$ cat src/rtl/fifo_pkg.sv
`default_nettype none
// ============================================================================
// Module  : fifo_pkg
// Brief   : Shared FIFO sizing, pointer/count types and flag-state encoding.
// Revision: 1.0
// ============================================================================
package fifo_pkg;

  localparam int W_DEPTH = 8;
  localparam int ADDR_W  = (W_DEPTH > 1) ? $clog2(W_DEPTH) : 1;
  localparam int CNT_W   = $clog2(W_DEPTH + 1);

  typedef logic [ADDR_W-1:0] addr_t;
  typedef logic [CNT_W-1:0]  cnt_t;

  typedef enum logic [1:0] {
    ST_EMPTY = 2'd0,
    ST_PART  = 2'd1,
    ST_FULL  = 2'd2
  } fstate_t;

  // Modulo-DEPTH increment; DEPTH need not be a power of two.
  function automatic addr_t next_addr(input addr_t a, input int depth);
    if (a == addr_t'(depth - 1)) begin
      return '0;
    end
    return a + addr_t'(1);
  endfunction

endpackage
`default_nettype wire

$ cat src/rtl/pointer_rd_if.sv
`default_nettype none
// ============================================================================
// Module  : pointer_rd_if
// Brief   : Read-side FIFO control bundle between pop/write sources and pointer_rd.
// Revision: 1.0
// ============================================================================
interface pointer_rd_if;
  import fifo_pkg::*;

  logic  pop;
  logic  ena_wr;
  logic  ena_rd;
  addr_t addr_rd;
  logic  rd_valid;
  logic  empty_flag;
  logic  full_flag;
  cnt_t  count;
  logic  led_error;
  logic  err_ovf;

  modport master (
    output pop,
    output ena_wr,
    input  ena_rd,
    input  addr_rd,
    input  rd_valid,
    input  empty_flag,
    input  full_flag,
    input  count,
    input  led_error,
    input  err_ovf
  );

  modport slave (
    input  pop,
    input  ena_wr,
    output ena_rd,
    output addr_rd,
    output rd_valid,
    output empty_flag,
    output full_flag,
    output count,
    output led_error,
    output err_ovf
  );

endinterface
`default_nettype wire

$ cat src/rtl/fifo_occupancy.sv
`default_nettype none
// ============================================================================
// Module  : fifo_occupancy
// Brief   : Occupancy counter, empty/part/full flag FSM and sticky overflow flag.
// Revision: 1.0
// ============================================================================
module fifo_occupancy
  import fifo_pkg::*;
#(
  parameter int DEPTH = W_DEPTH
) (
  input  logic clk,
  input  logic rst,
  input  logic wr_ev,
  input  logic rd_ev,
  output cnt_t count,
  output logic empty_flag,
  output logic full_flag,
  output logic err_ovf
);

  localparam cnt_t C_FULL_CNT = cnt_t'(DEPTH);
  localparam cnt_t C_NEAR_CNT = cnt_t'(DEPTH - 1);
  localparam cnt_t C_ONE_CNT  = cnt_t'(1);

  cnt_t    count_r;
  cnt_t    count_nxt;
  fstate_t state_r;
  fstate_t state_nxt;
  logic    err_ovf_r;
  logic    w_wr_only;
  logic    w_rd_only;

  assign w_wr_only = wr_ev & ~rd_ev;
  assign w_rd_only = rd_ev & ~wr_ev;

  // Count saturates at both ends rather than wrapping.
  always_comb begin
    count_nxt = count_r;
    if (w_wr_only && (count_r != C_FULL_CNT)) begin
      count_nxt = count_r + C_ONE_CNT;
    end else if (w_rd_only && (count_r != '0)) begin
      count_nxt = count_r - C_ONE_CNT;
    end
  end

  always_comb begin
    state_nxt = state_r;
    case (state_r)
      ST_EMPTY: begin
        if (w_wr_only) begin
          state_nxt = ST_PART;
        end
      end
      ST_PART: begin
        if (w_rd_only && (count_r == C_ONE_CNT)) begin
          state_nxt = ST_EMPTY;
        end else if (w_wr_only && (count_r == C_NEAR_CNT)) begin
          state_nxt = ST_FULL;
        end
      end
      ST_FULL: begin
        if (w_rd_only) begin
          state_nxt = ST_PART;
        end
      end
      default: state_nxt = ST_EMPTY;
    endcase
  end

  always_ff @(posedge clk or posedge rst) begin
    if (rst) begin
      count_r   <= '0;
      state_r   <= ST_EMPTY;
      err_ovf_r <= 1'b0;
    end else begin
      count_r <= count_nxt;
      state_r <= state_nxt;
      if (wr_ev && (count_r == C_FULL_CNT)) begin
        err_ovf_r <= 1'b1;
      end
    end
  end

  assign count      = count_r;
  assign empty_flag = (state_r == ST_EMPTY);
  assign full_flag  = (state_r == ST_FULL);
  assign err_ovf    = err_ovf_r;

endmodule
`default_nettype wire

$ cat src/rtl/pointer_rd.sv
`default_nettype none
// ============================================================================
// Module  : pointer_rd
// Brief   : FIFO read pointer: pop acceptance, RAM read strobe/address, data-valid pipe.
// Revision: 1.0
// ============================================================================
module pointer_rd
  import fifo_pkg::*;
#(
  parameter int DEPTH  = W_DEPTH,
  parameter int RD_LAT = 1
) (
  input logic         clk,
  input logic         rst,
  pointer_rd_if.slave bus
);

  addr_t             tail_r;
  logic              ena_rd_r;
  logic              led_error_r;
  logic [RD_LAT-1:0] vld_pipe_r;
  logic              w_empty;
  logic              w_full;
  logic              w_accept;
  cnt_t              w_count;
  logic              w_err_ovf;

  assign w_accept = bus.pop & ~w_empty;

  // tail_r resets to the last slot so the first accepted pop lands on slot 0.
  always_ff @(posedge clk or posedge rst) begin
    if (rst) begin
      tail_r      <= addr_t'(DEPTH - 1);
      ena_rd_r    <= 1'b0;
      led_error_r <= 1'b0;
    end else begin
      ena_rd_r    <= w_accept;
      led_error_r <= bus.pop & w_empty;
      if (w_accept) begin
        tail_r <= next_addr(tail_r, DEPTH);
      end
    end
  end

  generate
    if (RD_LAT == 1) begin : g_lat_one
      always_ff @(posedge clk or posedge rst) begin
        if (rst) begin
          vld_pipe_r <= '0;
        end else begin
          vld_pipe_r <= ena_rd_r;
        end
      end
    end else begin : g_lat_multi
      always_ff @(posedge clk or posedge rst) begin
        if (rst) begin
          vld_pipe_r <= '0;
        end else begin
          vld_pipe_r <= {vld_pipe_r[RD_LAT-2:0], ena_rd_r};
        end
      end
    end
  endgenerate

  fifo_occupancy #(
    .DEPTH (DEPTH)
  ) u_occupancy (
    .clk        (clk),
    .rst        (rst),
    .wr_ev      (bus.ena_wr),
    .rd_ev      (w_accept),
    .count      (w_count),
    .empty_flag (w_empty),
    .full_flag  (w_full),
    .err_ovf    (w_err_ovf)
  );

  assign bus.ena_rd     = ena_rd_r;
  assign bus.addr_rd    = tail_r;
  assign bus.rd_valid   = vld_pipe_r[RD_LAT-1];
  assign bus.empty_flag = w_empty;
  assign bus.full_flag  = w_full;
  assign bus.count      = w_count;
  assign bus.led_error  = led_error_r;
  assign bus.err_ovf    = w_err_ovf;

endmodule
`default_nettype wire
$ cat src/flat_wrapper.sv
// flat-port wrapper written by rule: the top's interface ports become plain ports
module pointer_rd_flat import fifo_pkg::*;
#(
  parameter int DEPTH  = W_DEPTH,
  parameter int RD_LAT = 1
)
  (clk, rst, bus_pop, bus_ena_wr, bus_ena_rd, bus_addr_rd, bus_rd_valid, bus_empty_flag, bus_full_flag, bus_count, bus_led_error, bus_err_ovf);
  pointer_rd_if bus_i ();
  input logic clk;
  input logic rst;
  input wire logic [$bits(bus_i.pop)-1:0] bus_pop;
  input wire logic [$bits(bus_i.ena_wr)-1:0] bus_ena_wr;
  output wire logic [$bits(bus_i.ena_rd)-1:0] bus_ena_rd;
  output wire logic [$bits(bus_i.addr_rd)-1:0] bus_addr_rd;
  output wire logic [$bits(bus_i.rd_valid)-1:0] bus_rd_valid;
  output wire logic [$bits(bus_i.empty_flag)-1:0] bus_empty_flag;
  output wire logic [$bits(bus_i.full_flag)-1:0] bus_full_flag;
  output wire logic [$bits(bus_i.count)-1:0] bus_count;
  output wire logic [$bits(bus_i.led_error)-1:0] bus_led_error;
  output wire logic [$bits(bus_i.err_ovf)-1:0] bus_err_ovf;
  assign bus_i.pop = bus_pop;
  assign bus_i.ena_wr = bus_ena_wr;
  assign bus_ena_rd = bus_i.ena_rd;
  assign bus_addr_rd = bus_i.addr_rd;
  assign bus_rd_valid = bus_i.rd_valid;
  assign bus_empty_flag = bus_i.empty_flag;
  assign bus_full_flag = bus_i.full_flag;
  assign bus_count = bus_i.count;
  assign bus_led_error = bus_i.led_error;
  assign bus_err_ovf = bus_i.err_ovf;
  pointer_rd #(.DEPTH(DEPTH), .RD_LAT(RD_LAT)) u_core (.clk(clk), .rst(rst), .bus(bus_i));
endmodule
$ cat config.mk
export PLATFORM = sky130hd
export DESIGN_NAME = pointer_rd_flat
export DESIGN_NICKNAME = d
export VERILOG_FILES = /design/src/rtl/fifo_pkg.sv /design/src/rtl/pointer_rd_if.sv /design/src/rtl/fifo_occupancy.sv /design/src/rtl/pointer_rd.sv /design/src/flat_wrapper.sv
export SDC_FILE = /design/constraint.sdc
export NUM_CORES = 1
export LEC_CHECK = 0
export ABC_AREA = 1
export BUFFER_PORTS_ARGS = -buffer_cell sky130_fd_sc_hd__buf_2
export CAP_MARGIN = 0
export CORE_MARGIN = 2
export CORE_UTILIZATION = 45
export CTS_CLUSTER_DIAMETER = 120
export CTS_CLUSTER_SIZE = 16
export DETAILED_ROUTE_END_ITERATION = 12
export GPL_TIMING_DRIVEN = 0
export PLACE_DENSITY = 0.74
export SETUP_SLACK_MARGIN = 0.1
export SYNTH_ARGS = -nofsm -noshare
export SYNTH_HDL_FRONTEND = slang
export SYNTH_SLANG_ARGS = --single-unit
$ cat constraint.sdc
create_clock -name clk -period 1.25 [get_ports clk]
set_input_delay 0.0625 -clock clk [delete_from_list [all_inputs] [get_ports clk]]
set_output_delay 0.0625 -clock clk [all_outputs]
set_load 0.02 [all_outputs]
After elaboration in Yosys (flattened, before gate mapping)
Index checks and enable logic that the tools add are counted.
{"block": "classes", "n_addsub": 3, "n_mul": 0, "div_mod_pow": 0, "magnitude_cmp": 0, "eq_ne": 10, "shift": 0, "mux": 11, "n_bitwise": 7, "n_reduce_logical": 9}
{"operator": "2-bit two-way mux", "count": 4}
{"operator": "4-bit two-way mux", "count": 2}
{"operator": "3-bit two-way mux", "count": 2}
{"operator": "2-bit one-hot mux with 3 select lines", "count": 1}
{"operator": "1-bit logical AND", "count": 5}
{"operator": "4-bit by 1-bit adder with 4-bit output (second input constant)", "count": 1}
{"operator": "1-bit bitwise AND", "count": 4}
{"operator": "4-bit by 1-bit equality test with 1-bit output (second input constant)", "count": 1}
{"operator": "4-bit by 3-bit equality test with 1-bit output (second input constant)", "count": 1}
{"operator": "4-bit equality test (second input constant)", "count": 1}
{"operator": "4-bit inequality test (second input constant)", "count": 1}
{"operator": "4-bit nonzero test", "count": 1}
{"operator": "4-bit by 1-bit subtractor with 4-bit output (second input constant)", "count": 1}
{"operator": "3-bit by 1-bit adder with 3-bit output (second input constant)", "count": 1}
{"operator": "3-bit equality test (second input constant)", "count": 1}
{"operator": "3-bit inequality test (second input constant)", "count": 1}
{"operator": "1-bit NOT", "count": 3}
{"operator": "3-bit AND reduction", "count": 1}
{"operator": "2-bit by 1-bit equality test with 1-bit output (second input constant)", "count": 1}
{"operator": "2-bit equality test (second input constant)", "count": 1}
{"operator": "2-bit logical NOT", "count": 1}
{"operator": "1-bit two-way mux", "count": 2}
{"operator": "2-bit by 1-bit inequality test with 1-bit output (second input constant)", "count": 1}
{"operator": "2-bit inequality test (second input constant)", "count": 1}
{"operator": "2-bit nonzero test", "count": 1}
{"block": "word_totals", "ff_bits": 13, "latch_bits": 0, "ram_bits": 0, "romBits": 0, "inputBits": 4, "elab_cells": 47, "memories": 0}

Logic depth before layout (Yosys ltp)
Gate-level depths: netlist of run 1.
{"block": "depth", "ltp_word": 9, "depth_mapped": 9, "ltp_nobuf": 8}

By module
From an unflattened synthesis of run 1, not the netlist that was laid out.
{"block": "unflattened", "cells_unflattened": 103, "area_unflattened_um2": 807.0}
{"mod": "fifo_occupancy", "n_inst": 1, "cells_each": 76, "area_each_um2": 549.3, "seq_area_each_um2": 175.2}
{"mod": "pointer_rd", "n_inst": 1, "cells_each": 27, "area_each_um2": 257.7, "seq_area_each_um2": 153.9}

Least setup slack after synthesis of run 1
OpenSTA, ideal clock, no wires.
{"block": "synth_path", "path_kind": "register -> register", "from": "register u_core.u_occupancy.count_r[0], in the netlist u_core.u_occupancy.count[0]", "to": "register u_core.u_occupancy.count_r[1], in the netlist u_core.u_occupancy.count[1]", "setup_ns": 0.117, "t_arrival_ns": 1.396, "slack_ns": -0.264, "path_stages_with_launch": 9, "synth_period_minus_slack_ns": 1.514, "path_cell_list": "dfrtp_1 > inv_1 > ha_1 > nand3_2 > nand3_4 > nand2_4 > inv_2 > nand2_1 > nand2_1"}
{"block": "synth_between", "elab_chain_cells": 3, "elab_cells_between_ends": 9, "classes_between": "add/sub: 2; eq/ne: 1; mux: 2; reduce/logical: 4"}
{"item": "from (decl)", "line_no": "fifo_occupancy.sv:26", "source": "cnt_t count_r;"}
{"item": "from (signal assigned)", "line_no": "fifo_occupancy.sv:77", "source": "count_r <= count_nxt;"}
{"item": "4-bit by 1-bit subtractor with 4-bit output, or another cell as far along", "line_no": "fifo_occupancy.sv:43", "source": "count_nxt = count_r - C_ONE_CNT;"}
{"item": "4-bit two-way mux, or another cell as far along", "line_no": "fifo_occupancy.sv:42", "source": "end else if (w_rd_only && (count_r != '0)) begin"}
{"item": "4-bit two-way mux or 2-bit nonzero test (tied branches)"}
Parallel ways exist; a longest one is shown, timed or not. The select of a mux whose other input is x is not followed.
A chain may end at the register's enable or synchronous reset.

Worst setup path after layout of run 1
{"block": "layout_path", "from": "register u_core.u_occupancy.count_r[0], in the netlist u_core.u_occupancy.count[0]", "to": "register u_core.u_occupancy.count_r[0], in the netlist u_core.u_occupancy.count[0]"}
The elaborated chain is that of the path after synthesis.

==> run metrics, run 1 <==
die area=between 2000 and 2500 µm²; Detailed Place HPWL=roughly 1.2 mm; maximum net fanout on the critical path=5; run status=complete, no violations; critical path arrival=1.41 ns; number of DRC violations after detailed routing=0; most common cell in the netlist=nand2_1; Primary FF master, synth=dfrtp_1; number of distinct library cells after synthesis=25; Syn Inst Count=95; basic-gate share of the synthesized area counting and, or, nand and nor cells=0.3767; number of synthesized flops with an enable pin=0; kind of path behind the tightest hold check=input port to flip-flop; cells taking the most area after synthesis=dfrtp_1, nand2_1, dfstp_2, ha_1, nand3_1; final standard cell count with taps included and fillers excluded=~150; main combinational cell family by area after synthesis=simple AND/OR/NAND/NOR gates; share of synthesized registers carrying an async set or reset=1.000; via count of the first global-routing pass=612; worst vdd ir=~1.5 mV; Seq/Total Area, Yosys=0.3979; Synth Cell Area=approximately 830 µm²; top cell type by total area after synthesis=dfrtp_1; Boundary Pins=17; flip-flop and latch count after synthesis=13; fill cell count=approximately 150; most frequent cells after synthesis=nand2_1, dfrtp_1, nand3_1; post-synth net total=approximately 100; Adder-Cell Fraction of Synth Area=0.07564; category of the most critical setup path=flip-flop to flip-flop; Total Routing Usage GR=0.1643; Avg Vias per Cell=between 4 and 5; worst-skew pair later-pin latency=~0.27 ns; share of cells above drive strength 1=0.4797; synthesis warning total=0; Avg Cell Area, Syn=~8.7 µm²; worst slew pin tran=roughly 0.47 ns; # placed instances=approximately 140; total length of routed wires=around 1.6 mm; diodes inserted=0; CTS Root Buffer Type=clkbuf_4; crit share post-route=0.9981; placeable core area=between 1500 and 2000 µm²; cts bufs inserted=3; final-report setup violation count=0; maximum clock rate=roughly 800 MHz; area fraction in compound gates after synthesis=0.04539; first-pass iteration count of the detailed router=4; power per standard cell area=between 2000 and 2500 nW/µm²; minimum clock period after layout=~1.2 ns; worst slew margin relative to its limit=0.6835; reported leakage power=about 0.54 nW; worst-case clock buffer depth=2; Post-Route Skew=0.003857 ns; crit end category=flip-flop; total gr overflow=0; starting density of the core=0.4790; # port buffers=16; Num Clock Sinks=13; max-capacitance violation count=0; RSZ-0062 raised after global routing=yes; global-route wire length before repair=about 2.5 mm; critical path required time=between 1 and 1.5 ns; standard-cell rows=15; final weighted congestion in routability-driven placement=between 0.8 and 0.9; maximum number of pins on one net before global-route repair=14; detailed router's first-iteration violation count=10; die width=between 40 and 50 µm; Hold Violations, Final=0; startpoint class of the critical path=flip-flop; Routed wire per std cell=approximately 11 µm; antenna violations before repair=0; area of the multi-input gates=between 400 and 500 µm²; fraction of synthesized cell area in xor and xnor cells=0.04085; DIE HEIGHT=around 47 µm; Layout Nets=approximately 130; TritonCTS clock tree=built; top cell type's share of synthesized area=0.3026; area of all sequential standard cells=roughly 330 µm²; portion of netlist area occupied by mux cells=0; htree depth=1; DR vias=between 700 and 800; Worst Hold Margin=between 0.1 and 0.15 ns; final-report max-slew violation count=0; Syn-to-layout area delta=31.16%; number of nets with antenna violations after detailed routing=0; clock slew at the register clock pins of the worst setup and hold paths=roughly 0.07 ns
logic make-up after synthesis:
kind of cell    Yosys count
simple gates             56
flops                    13
buf+inv                  12
compound gates            6
fa+ha+maj                 5
xor+xnor                  3
worst max-delay path, stage by stage, from the launching register on:
cell and delay [ns]:
dfrtp_2 0.44, inv_2 0.09, ha_4 0.17, nand3_4 0.10, nand3_4 0.11, nand2_4 0.08
xor2_2 0.14
through the flow:
| step | area [µm²] | util | setup TNS [ns] | setup slack [ns] | total power [mW] |
|---|---|---|---|---|---|
| 3_5_place_dp | 963.4 | 0.5580 | -0.1418 | -0.04892 | 2.217 |
| 4_1_cts | 1056 | 0.6116 | 0 | 0.01592 | 2.604 |
| 6_report | 1085 | 0.6283 | 0 | 0.002370 | 2.681 |
| 2_1_floorplan | 852.1 | - | -0.08890 | -0.02657 | 1.870 |
| 3_3_place_gp | 963.4 | 0.5580 | -0.08788 | -0.03464 | 2.175 |
| 5_1_grt | 1085 | 0.6283 | -0.2005 | -0.04709 | 2.914 |
placed cells by master (no fill, tap or decap), drive strengths merged:
master       instances
o21a                 1
ha                   5
buf                 24
nand3b               1
dfrtp               10
nand3               13
o21bai               1
clkbuf               4
o21ai                2
xor2                 3
nand4                1
inv                 11
dfstp                3
dlygate4sd3          1
o211ai               1
nand2               31
nor2                10
a21oi                1
where the power goes:
group / internal [mW] / total, mW / switching [mW]
Sequential: 0.630 / 0.800 / 0.170
Clock: 0.124 / 0.252 / 0.128
Combinational: 0.689 / 1.63 / 0.941
state kept, by name, indices dropped and copies added, names as in the netlist:
register                    flops
u_core.bus.addr_rd              3
u_core.bus.ena_rd               1
u_core.u_occupancy.count        4
u_core.bus.rd_valid             1
u_core.u_occupancy.state_r      2
u_core.u_occupancy.err_ovf      1
u_core.bus.led_error            1
final timing paths:
| kind | cells after the start | to | start | slack [ns] |
|---|---|---|---|---|
| setup / recovery | 6 | u_core.u_occupancy.count[0] | u_core.u_occupancy.count[0] | 0.002 |
| hold reg to reg | 0 | u_core.bus.rd_valid | u_core.bus.ena_rd | 0.37 |
| hold / removal | 4 | u_core.bus.addr_rd[1] | bus_pop | 0.10 |
| setup reg to reg | 6 | u_core.u_occupancy.count[0] | u_core.u_occupancy.count[0] | 0.002 |
| max in group asynchronous | 3 | u_core.bus.addr_rd[0] | rst | 0.56 |
| min in group asynchronous | 3 | u_core.u_occupancy.err_ovf | rst | 0.34 |
layer usage:
metal	vias up	global-route usage	part of all wire
met5	-	0	0
met4	0	0.1056	0.026
met3	6	0.02692	0.032
met2	17	0.2630	0.50
met1	339	0.2043	0.44
li1	361	-	-
repair_timing:
action | in CTS | in global routing
hold buffers | 1 | 0
pin swaps | 5 | 5
cloned | 0 | 0
buffers inserted | 6 | 1
hold endpoints to repair | 10 | 0
setup endpoints to repair | 8 | 11
resized for setup | 4 | 8
cell type report:
class,instances,area share
inverters,11,0.03806
multi-input cells,70,0.4475
well taps,25,0.02884
flip-flops and latches,13,0.3080
repair buffers,24,0.1430
plain buffers,1,0.01038
clock buffers,4,0.02422
(Power assumes the default switching activity.)
==> inputs of run 2 (changes only) <==
Settings changed: GPL_ROUTABILITY_DRIVEN set to 0, GPL_TIMING_DRIVEN 0 to not set.
==> run 2 against run 1 <==
  * The flow now finishes with violations (setup timing)
  * Wire length increased by 21%
  * Power grew 5.2%
  * First-iteration DRC count rose by 40%
  * Final cell count increased by 3.4%
  * Largest power group unchanged
==> run metrics, run 2 (synthesis gave the netlist of run 1 again) <==
RSZ-0062 raised after global routing=yes; total gr overflow=0; first-pass iteration count of the detailed router=4; maximum clock rate=just under 800 MHz; clock slew at the register clock pins of the worst setup and hold paths=0.08 ns; combinational share of power=0.611; share of cells above drive strength 1=0.5156; Syn-to-layout area delta=38.12%; startpoint class of the critical path=flip-flop; Layout Cell Area excl Fill=1142 µm²; total length of routed wires=roughly 2.0 mm; Routed wire per std cell=12.87 µm; power per standard cell area=~2500 nW/µm²; die width=46.87 µm; worst-skew pair later-pin latency=around 0.29 ns; number of buffers and inverters on the critical path=1; crit end category=flip-flop; power share of the sequential group=0.290; # placed instances=140; flip-flop count of the largest register, all copies and words added=4; worst vdd ir=1.598 mV; min setup slack post-route=-0.03137 ns; worst slew pin tran=approximately 0.48 ns; placeable core area=approximately 1700 µm²; critical path required time=approximately 1.4 ns; Avg Vias per Cell=5.007; Worst Hold Margin=0.07363 ns; Post-Route Skew=around 0.004 ns; total net switching power=around 1.3 mW; critical path arrival=1.46 ns; Detailed Place HPWL=about 1.4 mm; final-report max-slew violation count=0; category of the most critical setup path=flip-flop to flip-flop; worst-case clock buffer depth=2; kind of path behind the tightest hold check=input port to flip-flop; Hold Violations, Final=0; delay of the slowest cell on the worst path=between 0.4 and 0.5 ns; detailed router's first-iteration violation count=14; Layout Nets=approximately 140; area after detailed placement=approximately 990 µm²; Total Routing Usage GR=0.1926; CTS Root Buffer Type=clkbuf_4; die area=roughly 2200 µm²; htree depth=1; cell chain of the critical path=inv_4 > ha_4 > nand3_4 > nand3_4 > nand2_4 > xor2_2; worst slew margin relative to its limit=0.6794; number of nets with antenna violations after detailed routing=0; DIE HEIGHT=46.87 µm; Most Frequent Cell on Critical Path=nand3_4; commonest cells after routing, fill and taps aside=nand2_1, buf_2, buf_4; proportion of total power due to net switching=0.4718; global-route wire length before repair=2.946 mm; final core occ=0.6616; cell family contributing the most delay on the critical path=flip-flops; cts bufs inserted=3; # port buffers=16; final-report setup violation count=4; Total Neg Setup Slack=-0.06640 ns; crit share post-route=1.025; final standard cell count with taps included and fillers excluded=about 150; antenna violations before repair=0; Num Clock Sinks=13; most common library cell in the layout ignoring fill and taps=nand2_1; DR vias=766; number of DRC violations after detailed routing=0; maximum number of pins on one net before global-route repair=14; violated checks=setup timing; via count of the first global-routing pass=674; standard-cell rows=15; diodes inserted=0; max-capacitance violation count=0; run status=finished, violations left; reported leakage power=between 0.5 and 0.6 nW; starting density of the core=0.4790; maximum net fanout on the critical path=5; part of the total power dissipated in the clock network=0.099; TritonCTS clock tree=built; Pint=1.490 mW; minimum clock period after layout=~1.3 ns; slowest cell on the critical path=dfrtp_2; Boundary Pins=17
run 2: layout make-up:
cell class / instances / area [µm²]
clock buffers: 4 / 26.28
fillers: 145 / 584.3
inverters: 11 / 46.29
multi-input cells: 70 / 498.0
flip-flops and latches: 13 / 332.8
well taps: 25 / 31.28
repair buffers: 30 / 207.7
run 2: stage by stage:
| step | power, mW | setup WS (ns) |
|---|---|---|
| 6_report | 2.821 | -0.03137 |
| 5_1_grt | 3.034 | -0.07879 |
| 4_1_cts | 2.713 | -0.01325 |
| 3_5_place_dp | 2.309 | -0.01326 |
| 3_3_place_gp | 2.256 | 0.02236 |
| 2_1_floorplan | 1.870 | -0.02657 |
run 2: worst paths after layout:
kind,cells after the start,startpoint,end,slack [ns]
hold reg to reg,0,u_core.bus.ena_rd,u_core.bus.rd_valid,0.39
setup reg to reg,6,u_core.u_occupancy.count[1],u_core.u_occupancy.count[0],-0.03
setup / recovery,6,u_core.u_occupancy.count[1],u_core.u_occupancy.count[0],-0.03
min in group asynchronous,3,rst,u_core.bus.led_error,0.32
hold / removal,4,bus_pop,u_core.bus.addr_rd[2],0.07
max in group asynchronous,3,rst,u_core.u_occupancy.count[0],0.58
run 2: power by group through the flow:
stage          Combinational, mW  Clock, mW  Sequential (mW)
2_1_floorplan              0.880          0            0.990
3_3_place_gp                1.46          0            0.792
3_5_place_dp                1.50          0            0.805
4_1_cts                     1.63      0.282            0.806
5_1_grt                     1.89      0.302            0.845
6_report                    1.72      0.279            0.817
run 2: layer usage:
layer | GRT usage | part of all wire | up-vias
li1 | - | - | 369
met1 | 0.2251 | 0.41 | 363
met5 | 0 | 0 | -
met2 | 0.3479 | 0.52 | 27
met3 | 0.01154 | 0.040 | 7
met4 | 0.1056 | 0.031 | 0
run 2: timing repair:
action | in CTS | in global routing
endpoints found under the setup margin | 8 | 10
endpoints found under the hold margin | 10 | 0
buffers inserted | 4 | 4
hold buffers | 1 | 0
gates resized for setup | 6 | 12
pin swaps | 3 | 7
run 2: worst reg2reg max path, cell delays in order (launching register included):
cell and delay [ns]:
dfrtp_2 0.46, inv_4 0.09, ha_4 0.16, nand3_4 0.10, nand3_4 0.12, nand2_4 0.10
xor2_2 0.15
